File: src/rtl/uart_tx_param.sv
// uart_tx_param
// Parametrised UART transmitter with an input FIFO. Queued words are sent as
// start / data (LSB first) / optional parity / stop frames, every bit lasting
// exactly DZIELNIK clock cycles. Frames queued behind each other go out with
// no idle gap between them.
//
// Parameters:
//   SZER     data bits per frame (5..9)
//   DZIELNIK clock cycles per serial bit (>= 2)
//   STOP     stop bits per frame (1 or 2)
//   GLEB     FIFO depth in words (power of 2, >= 2)
//
// Ports:
//   CLK            system clock, rising edge
//   RST_N          asynchronous active-low reset
//   slowo_trans    word to queue
//   start_trans    write strobe, pushes slowo_trans when the FIFO is not full
//   czy_parz       1 = parity bit present (latched when a word is popped)
//   jaki_parz      0 = even parity, 1 = odd parity (latched at pop)
//   wyjscie_trans  serial line, idles high
//   transmisja     high while a frame is in progress or the FIFO is non-empty
//   pelny          FIFO full
//   pusty          FIFO empty
//
// state   | meaning
// --------+-------------------------------------------------
// S_IDLE  | line high, waiting for a queued word
// S_START | start bit (0)
// S_DANE  | data bits, LSB first, shreg shifted right per bit
// S_PARZ  | parity bit
// S_STOPB | stop bit(s); pops the next word on the last cycle
module uart_tx_param #(
  parameter int SZER     = 8,
  parameter int DZIELNIK = 16,
  parameter int STOP     = 1,
  parameter int GLEB     = 4
) (
  input  logic            CLK,
  input  logic            RST_N,
  input  logic [SZER-1:0] slowo_trans,
  input  logic            start_trans,
  input  logic            czy_parz,
  input  logic            jaki_parz,
  output logic            wyjscie_trans,
  output logic            transmisja,
  output logic            pelny,
  output logic            pusty
);

  localparam int PW = $clog2(GLEB);
  localparam int CW = $clog2(DZIELNIK);
  localparam int IW = $clog2(SZER + 1);

  localparam logic [2:0] S_IDLE  = 3'd0;
  localparam logic [2:0] S_START = 3'd1;
  localparam logic [2:0] S_DANE  = 3'd2;
  localparam logic [2:0] S_PARZ  = 3'd3;
  localparam logic [2:0] S_STOPB = 3'd4;

  logic [SZER-1:0] mem [GLEB];
  logic [PW-1:0]   wr_ptr, rd_ptr;
  logic [PW:0]     cnt, cnt_next;

  logic [2:0]      state;
  logic [CW-1:0]   bit_cnt;
  logic [IW-1:0]   idx;
  logic            stop_cnt;
  logic [SZER-1:0] shreg;
  logic            par_en, par_bit;

  logic push, pop, bit_end, stop_end, frame_last, next_idle;

  assign bit_end    = (bit_cnt == CW'(DZIELNIK - 1));
  assign stop_end   = (stop_cnt == 1'(STOP - 1));
  assign frame_last = (state == S_STOPB) && bit_end && stop_end;

  // A full FIFO rejects the push even if a pop frees a slot on the same edge.
  assign push = start_trans && (cnt != (PW+1)'(GLEB));
  assign pop  = (cnt != '0) && ((state == S_IDLE) || frame_last);

  assign next_idle = ((state == S_IDLE) || frame_last) && !pop;

  always_comb begin
    cnt_next = cnt;
    if (push && !pop)
      cnt_next = cnt + 1'b1;
    else if (pop && !push)
      cnt_next = cnt - 1'b1;
  end

  // Storage needs no reset: pointers and count define what is valid.
  always_ff @(posedge CLK) begin
    if (push)
      mem[wr_ptr] <= slowo_trans;
  end

  always_ff @(posedge CLK or negedge RST_N) begin
    if (!RST_N) begin
      wr_ptr     <= '0;
      rd_ptr     <= '0;
      cnt        <= '0;
      pelny      <= 1'b0;
      pusty      <= 1'b1;
      transmisja <= 1'b0;
    end else begin
      if (push)
        wr_ptr <= wr_ptr + PW'(1);
      if (pop)
        rd_ptr <= rd_ptr + PW'(1);
      cnt        <= cnt_next;
      pelny      <= (cnt_next == (PW+1)'(GLEB));
      pusty      <= (cnt_next == '0);
      transmisja <= !next_idle || (cnt_next != '0);
    end
  end

  always_ff @(posedge CLK or negedge RST_N) begin
    if (!RST_N) begin
      state         <= S_IDLE;
      bit_cnt       <= '0;
      idx           <= '0;
      stop_cnt      <= 1'b0;
      shreg         <= '0;
      par_en        <= 1'b0;
      par_bit       <= 1'b0;
      wyjscie_trans <= 1'b1;
    end else if (pop) begin
      // Shared by the idle pop and the back-to-back pop at the end of a frame.
      shreg         <= mem[rd_ptr];
      par_en        <= czy_parz;
      par_bit       <= (^mem[rd_ptr]) ^ jaki_parz;
      bit_cnt       <= '0;
      state         <= S_START;
      wyjscie_trans <= 1'b0;
    end else begin
      case (state)
        S_IDLE: begin
          wyjscie_trans <= 1'b1;
        end
        S_START: begin
          if (bit_end) begin
            bit_cnt       <= '0;
            idx           <= '0;
            state         <= S_DANE;
            wyjscie_trans <= shreg[0];
          end else begin
            bit_cnt <= bit_cnt + CW'(1);
          end
        end
        S_DANE: begin
          if (bit_end) begin
            bit_cnt <= '0;
            if (idx == IW'(SZER - 1)) begin
              if (par_en) begin
                state         <= S_PARZ;
                wyjscie_trans <= par_bit;
              end else begin
                state         <= S_STOPB;
                stop_cnt      <= 1'b0;
                wyjscie_trans <= 1'b1;
              end
            end else begin
              idx           <= idx + IW'(1);
              shreg         <= shreg >> 1;
              wyjscie_trans <= shreg[1];
            end
          end else begin
            bit_cnt <= bit_cnt + CW'(1);
          end
        end
        S_PARZ: begin
          if (bit_end) begin
            bit_cnt       <= '0;
            stop_cnt      <= 1'b0;
            state         <= S_STOPB;
            wyjscie_trans <= 1'b1;
          end else begin
            bit_cnt <= bit_cnt + CW'(1);
          end
        end
        S_STOPB: begin
          if (bit_end) begin
            bit_cnt <= '0;
            if (stop_end) begin
              state         <= S_IDLE;
              wyjscie_trans <= 1'b1;
            end else begin
              stop_cnt <= 1'b1;
            end
          end else begin
            bit_cnt <= bit_cnt + CW'(1);
          end
        end
        default: begin
          state         <= S_IDLE;
          wyjscie_trans <= 1'b1;
        end
      endcase
    end
  end

endmodule

File: config.mk
export PLATFORM = sky130hd
export DESIGN_NAME = uart_tx_param
export DESIGN_NICKNAME = d
export VERILOG_FILES = /design/src/rtl/uart_tx_param.sv
export SDC_FILE = /design/constraint.sdc
export NUM_CORES = 1
export LEC_CHECK = 0
export CAP_MARGIN = 10
export CORE_ASPECT_RATIO = 0.6
export CORE_MARGIN = 2
export CORE_UTILIZATION = 35
export DETAILED_ROUTE_END_ITERATION = 8
export GPL_ROUTABILITY_DRIVEN = 1
export PLACE_DENSITY = 0.49
export SYNTH_ARGS = -nofsm -noshare
export SYNTH_HDL_FRONTEND = slang
export SYNTH_SLANG_ARGS = --single-unit
File: constraint.sdc
create_clock -name CLK -period 5.55 [get_ports CLK]
set_clock_uncertainty 0.15 [all_clocks]
set_input_delay 1.11 -clock CLK [delete_from_list [all_inputs] [get_ports CLK]]
set_output_delay 1.11 -clock CLK [all_outputs]
set_load 0.02 [all_outputs]
# Word-level counts from Yosys, hierarchy flattened
# Memories as Yosys holds them, arrays and structs flattened.
# Index checks and enable logic that the tools add are counted.
# op_classes
addsub,6
n_mul,0
div,0
n_lt_le_gt_ge,0
eq_ne,23
shift,0
mux,40
bitwise_logic,3
reduce_logical,28
# ops
operator,n
8-bit 2-to-1 mux,4
3-bit 2-to-1 mux,10
4-bit 2-to-1 mux,6
3-bit inequality test (second input constant),7
2-bit inequality test (second input constant),9
1-bit 2-to-1 mux,16
3-bit one-hot mux with 5 select lines,1
7-bit AND reduction,2
5-bit AND reduction,2
3-bit nonzero test,3
4-bit by 1-bit adder with 4-bit output (second input constant),2
4-bit one-hot mux with 2 select lines,1
2-bit nonzero test,4
8-bit parity,1
1-bit logical AND,7
3-bit by 2-bit equality test with 1-bit output (second input constant),2
3-bit equality test (second input constant),2
3-bit zero test,2
2-bit by 1-bit adder with 2-bit output (second input constant),2
4-bit by 3-bit equality test with 1-bit output (second input constant),1
4-bit equality test (second input constant),1
1-bit one-hot mux with 4 select lines,1
4-bit OR reduction,1
3-bit by 1-bit adder with 3-bit output (second input constant),1
other kinds (8),12
# totals
regBits,33
latch_bits,0
ramBits,32
rom_bits,0
input_bits,13
out_inout_bits,4
wordCells,115
n_memories,1
# memory_table
name,depth,width,rd,rd_clocked_by_memory_dff,wr,line,source
mem,4,8,1,0,1,60,logic [SZER-1:0] mem [GLEB];

# Depth between registers and ports, before layout
# Gate-level depths: netlist of run 1.
# logic_depth
ltp_word,10
depth_mapped,8
depth_no_buf,8

# Worst setup path before layout of run 1
# No wires, ideal clock.
# synth_timing
kind,register to register
start,reg cnt[0]
end,reg transmisja
setup_time_ns,0.131
arrival_ns,2.024
required_ns,5.269
path_slack_ns,3.245
path_stages_with_launch,9
n_path_buf,0
period_less_slack_ns,2.305
cell_sequence,dfrtp_1 inv_1 ha_1 nor2b_1 a211oi_4 nand2b_1 and2_1 a22oi_1 or3_1
# synth_between
elab_chain_cells,8
word_cells_on_any_way,16
classes_between,add/sub (2); eq/ne (1); mux (2); reduce/logical (11)
# synth_lines
element,line,source
"start, declared",62,"logic [PW:0] cnt, cnt_next;"
"start signal, assigned",110,cnt <= cnt_next;
branches (longest 7 deep; another with 3-bit by 1-bit subtractor with 3-bit output),-,
1-bit logical OR *,113,transmisja <= !next_idle || (cnt_next != '0);
"end signal, assigned",113,
"end, declared",45,"output logic transmisja,"
# Mark *: on every way between the ends.
# A chain may end at the register's enable or synchronous reset.

# Worst setup path in the final report of run 1
# layout_timing
start,reg wyjscie_trans
end,out wyjscie_trans
# layout_lines
element,line,source
"start, declared",44,"output logic wyjscie_trans,"
"start signal, assigned",145,wyjscie_trans <= shreg[0];
"start signal, assigned",156,wyjscie_trans <= par_bit;
"start signal, assigned",165,wyjscie_trans <= shreg[1];
# No word-level cell between the ends.

==> flow_summary.toml, run 1 <==
[cells_and_area]
fin_area_mm2 = 0.003620
seqCellArea_mm2 = 0.001764
syn2layout_area_growth_pct = 16.84
fillCellCount = 824
n_antenna_cell = 0
final_nets = 293
final_cells = 387
multi_input_area_mm2 = 0.001251
drive_gt1_frac = 0.1091

[sta]
slew_headroom = 0.5289
fin_tns_setup_ps = 0
clock.fmax_mhz = 366.8
rsz0062_at_grt = "false"
fin_ws_ps = 2824
setup_violations = 0
drv_slew = 0
hold_viol = 0
fin_crit_ps = 2726
period_share = 0.4912
worst_pin_slew_ps = 704.0

[synth]
synth_edf_count = 32
synthFlopType = "edfxtp_1"
synth_warnings = 0
syn_avg_cell_area_um2 = 12.29
ys_types = 50
synthCells = 252
synth_area_leaders = "edfxtp_1 (31%), dfrtp_1 (24%), mux4_1 (5.1%), nand2_1 (3.9%), ha_1 (3.6%)"
ys_async_sr_fraction = 0.5000
syn_nets = 274
synth_top_area_share = 0.3102
ys_seq_area_frac = 0.5695
synth-seq-cells = 64
syn_area_mm2 = 0.003098
yosysTopAreaCell = "edfxtp_1"

[clocking]
cts_buffers = 9
clock_sinks = 64
clockBufferDepth = 2
post_cts_buffers = 0
cts_hold_buf = 0
cts_tree = "yes"
cts_max_level = 3
cts.clk_slew.worst_paths_ps = 50
ctsResizeCount = 0
root_buffer = "clkbuf_16"
insertion_delay_ps = 330

[worst_setup_path]
slowest_delay_ps = 610
cp.arrival_ps = 1470
endpoint_kind = "output pin"
worstSetupStartpoint = "wyjscie_trans"
r2r-start = "cnt[0]"
crit_family = "buffers and inverters"
r2r_slack_ps = 2840
required_ps = 4290
cp_cell_sequence = "clkdlybuf4s50_1"
start_kind = "flip-flop"
worstPathMaxFanout = 2
cp_slowest_cell = "clkdlybuf4s50_1"
crit_type = "flip-flop to output pin"
crit_buf_inv = 1

[die]
fp.coreArea_mm2 = 0.008556
initial_core_util = 0.3621
die_area_mm2 = 0.009645
die_h_um = 76.88
io_pins = 17
dieWidth_um = 125.5
num_rows = 26

[pwr]
swShare = 0.3462
clockPowerShare = 0.245
cellInternalPower_uw = 1323
p_per_area_mw_per_mm2 = 558.9
seqPwrFrac = 0.372
p_leak_uw = 0.001443
share_comb_of_total_power = 0.382
ir_drop_mv = 0.2289
p_switching_uw = 700.3

[job]
maxCapViolations = 0

[routing]
ant_nets = 0
dr.pass1.iters = 4
wl_per_cell_um = 15.70
num_vias = 1923
drt_iter0_drc = 146
drc = 0
routed_wl_um = 6077
viasPerCell = 4.969

[run_status]
outcome = "completed"

[placed_design]
dp_hpwl_um = 4196
dp_worst_setup_slack_ps = 2551
routabilityCongestion = 0.8000
place_inst = 372
io_buffers = 16
dpl_cell_area_mm2 = 0.003357

[global_routing]
grt_max_degree = 33
track_usage = 0.1427
overflow = 0
antenna_found_initial = 0
grt_pass1_wl_um = 10410
grt_pass1_vias = 1966

[min_path]
min-delay-start = "wyjscie_trans"
hp-class = "flip-flop to flip-flop"
## Yosys cell counts, types with 2 or more instances
cell / count
and3_1: 5
inv_1: 6
nor2_1: 18
and2_1: 2
mux2i_1: 8
o22ai_1: 3
mux4_1: 6
nor2b_1: 3
ha_1: 9
o31ai_1: 2
mux2_2: 2
nand2_1: 32
dfstp_2: 2
xor2_1: 4
nand3_1: 7
edfxtp_1: 32
o21ai_0: 18
a31oi_1: 2
buf_2: 2
buf_6: 2
dfrtp_1: 30
clkbuf_1: 5
xnor2_1: 9
o211ai_1: 4
mux4_2: 2
a21oi_1: 13
## cells in the final DEF, fill, tap and decap left out, types with 6 or more instances in the layout
cell,n
a21oi_1,13
clkbuf_16,9
clkdlybuf4s50_1,16
dfrtp_1,30
edfxtp_1,32
ha_1,9
inv_1,6
mux2i_1,8
mux4_1,6
nand2_1,32
nand3_1,7
nor2_1,18
o21ai_0,18
xnor2_1,9
## power groups by stage
stage | Combinational, µW | Clock [µW] | Sequential, µW
floorplan | 666 | 0 | 709
global placement | 780 | 0 | 765
detailed placement | 785 | 0 | 765
CTS | 786 | 513 | 757
global route | 877 | 537 | 776
finish | 774 | 496 | 753
## layer usage
metal / global-route usage / up-vias / wire length (µm) / share of wire
li1: - / 957 / - / -
met1: 0.2148 / 928 / 3382 / 0.56
met2: 0.1816 / 30 / 2346 / 0.39
met3: 0.05443 / 8 / 262 / 0.043
met4: 0.05444 / 0 / 86 / 0.014
met5: 0 / - / 0 / 0
## worst paths after layout
check	end	cells past startpoint
min	wyjscie_trans	2
max	wyjscie_trans	1
min reg2reg	wyjscie_trans	2
max in group asynchronous	pusty	2
min in group asynchronous	shreg[7]	2
max reg2reg	transmisja	9
## state kept, by name, summed over array words and instances, names as in the netlist
register	cells
mem	32
shreg	8
bit_cnt	4
idx	4
cnt	3
state	3
rd_ptr	2
wr_ptr	2
par_bit	1
par_en	1
pelny	1
pusty	1
transmisja	1
wyjscie_trans	1
## area by class of cell
cell class,count,area share
tap,112,0.03871
multi-input combinational,171,0.3457
clock buffer,9,0.06222
inverter,7,0.007259
clock inverter,6,0.01037
timing repair buffer,18,0.04839
sequential,64,0.4874
## stage by stage
step	hold WS, ps	power [µW]	util
2_1_floorplan	322.8	1376	-
3_3_place_gp	345.8	1545	0.3924
3_5_place_dp	347.2	1549	0.3924
4_1_cts	357.4	2055	0.4231
5_1_grt	386.0	2191	0.4231
6_report	354.9	2023	0.4231
## cells by family after synthesis
logic type               Yosys count  share of synthesized area
AO/OA/AOI/OAI                     53                     0.1107
XOR/XNOR                          14                    0.04200
adder cells (fa/ha/maj)            9                    0.03635
buffers and inverters             17                    0.02665
flip-flops                        64                     0.5695
multiplexers                      19                     0.1034
AND/OR/NAND/NOR                   76                     0.1115
Power figures use the tool's default switching activity.
==> run 2: changes to the inputs <==
==> constraint.sdc (replaced) <==
create_clock -name CLK -period 2.55 [get_ports CLK]
set_clock_uncertainty 0.15 [all_clocks]
set_input_delay 0.51 -clock CLK [delete_from_list [all_inputs] [get_ports CLK]]
set_output_delay 0.51 -clock CLK [all_outputs]
set_load 0.02 [all_outputs]
==> flow_summary.toml, run 2 (synthesis gave the netlist of run 1 again) <==
[run_status]
outcome = "completed"

[routing]
viasPerCell = 5.023
num_vias = 1994
ant_nets = 0
wl_per_cell_um = 15.70
drt_iter0_drc = 115
drc = 0
routed_wl_um = 6232
dr.pass1.iters = 4

[worst_setup_path]
endpoint_kind = "flip-flop"
cp_cell_sequence = "mux4_1 > xor2_1 > xnor2_1 > xnor2_1 > xnor2_1 > mux2_4"
crit_family = "multiplexers"
crit_type = "flip-flop to flip-flop"
cp.arrival_ps = 2450
crit_buf_inv = 0
r2r_slack_ps = 160
worstPathMaxFanout = 8
start_kind = "flip-flop"
cp_slowest_cell = "mux4_1"
cp_common_cell = "xnor2_1"
slowest_delay_ps = 660
required_ps = 2610

[placed_design]
dp_hpwl_um = 4423
routabilityCongestion = 0.8352
place_inst = 381
io_buffers = 16

[die]
fp.coreArea_mm2 = 0.008556
dieWidth_um = 125.5
initial_core_util = 0.3621
die_h_um = 76.88
num_rows = 26
io_pins = 17
die_area_mm2 = 0.009645

[clocking]
cts.clk_slew.worst_paths_ps = 60
clockBufferDepth = 2
cts_hold_buf = 0
cts_tree = "yes"
cts_max_level = 3
root_buffer = "clkbuf_16"
clock_sinks = 64
ctsResizeCount = 0
insertion_delay_ps = 330
cts_buffers = 9
post_cts_buffers = 0

[cells_and_area]
largest_registers = "mem x32, shreg x8"
final_nets = 302
final_cell_mix = "nand2_1 (32), edfxtp_1 (32), dfrtp_1 (30)"
drive_gt1_frac = 0.1404
n_antenna_cell = 0
largest_reg_flops = 32
regMostFlops = "mem"
final_cells = 397
syn2layout_area_growth_pct = 21.12

[sta]
clock.fmax_mhz = 419.2
timing.hold.ws_ps = 364.7
rsz0062_at_grt = "false"
setup_violations = 0
period_share = 0.9355
hold_viol = 0
fin_crit_ps = 2385
slew_headroom = 0.6856
fin_tns_setup_ps = 0
drv_slew = 0
worst_pin_slew_ps = 471.6

[pwr]
ir_drop_mv = 0.5148
p_leak_uw = 0.001521
p_total_uw = 4726
p_per_area_mw_per_mm2 = 1259

[global_routing]
grt_max_degree = 33
antenna_found_initial = 0
track_usage = 0.1433
overflow = 0
grt_pass1_vias = 2009
grt_pass1_wl_um = 10760

[min_path]
hp-class = "flip-flop to flip-flop"

[job]
maxCapViolations = 0
## run 2: cell types whose count changed in the layout (fill, tap and decap cells not counted), sizes merged
cell / before / now
bufinv: 0 / 2
clkinv: 4 / 2
buf: 2 / 11
inv: 6 / 9
clkinvlp: 3 / 1
## run 2: worst min-delay path, delay by kind of cell (launching register included)
kind / cells / cell delay [ps]
flops: 1 / 370
compound gates: 1 / 50
simple gates: 1 / 100
## run 2: final timing paths
| kind | cells past startpoint | start | endpoint |
|---|---|---|---|
| max | 6 | rd_ptr[0] | par_bit |
| min | 2 | wyjscie_trans | wyjscie_trans |
| max reg2reg | 6 | rd_ptr[0] | par_bit |
| min reg2reg | 2 | wyjscie_trans | wyjscie_trans |
| max in group asynchronous | 2 | RST_N | pusty |
| min in group asynchronous | 2 | RST_N | shreg[7] |
## run 2: stage by stage
| stage | utilization | area (µm²) | setup WS (ps) |
|---|---|---|---|
| global placement | 0.4003 | 3425 | 179.2 |
| finish | 0.4386 | 3752 | 164.6 |
| detailed placement | 0.4003 | 3425 | 139.7 |
| global route | 0.4386 | 3752 | 21.83 |
| CTS | 0.4386 | 3752 | 133.6 |
| floorplan | - | 3098 | 245.2 |
## run 2: where the power goes
group	internal, µW	leakage (µW)	switching [µW]	total (µW)
registers	1410	0.000690	202	1610
logic	877	0.000674	894	1770
clock network	867	0.000157	480	1350
total	3150	0.00152	1580	4730
## run 2: metal layers
layer  vias to the layer above  global-route usage  part of all wire
met5                         -                   0                 0
met1                       972              0.2306              0.57
met2                        38              0.1805              0.37
met3                         4             0.04187             0.055
li1                        980                   -                 -
met4                         0             0.04111            0.0050
## run 2: final cells by class
cell class,count,area [µm²]
inverter,7,26.28
clock buffer,9,225.2
tap,112,140.1
fill,782,4803
timing repair buffer,27,242.7
multi-input combinational,171,1251
sequential,64,1764
clock inverter,7,102.6
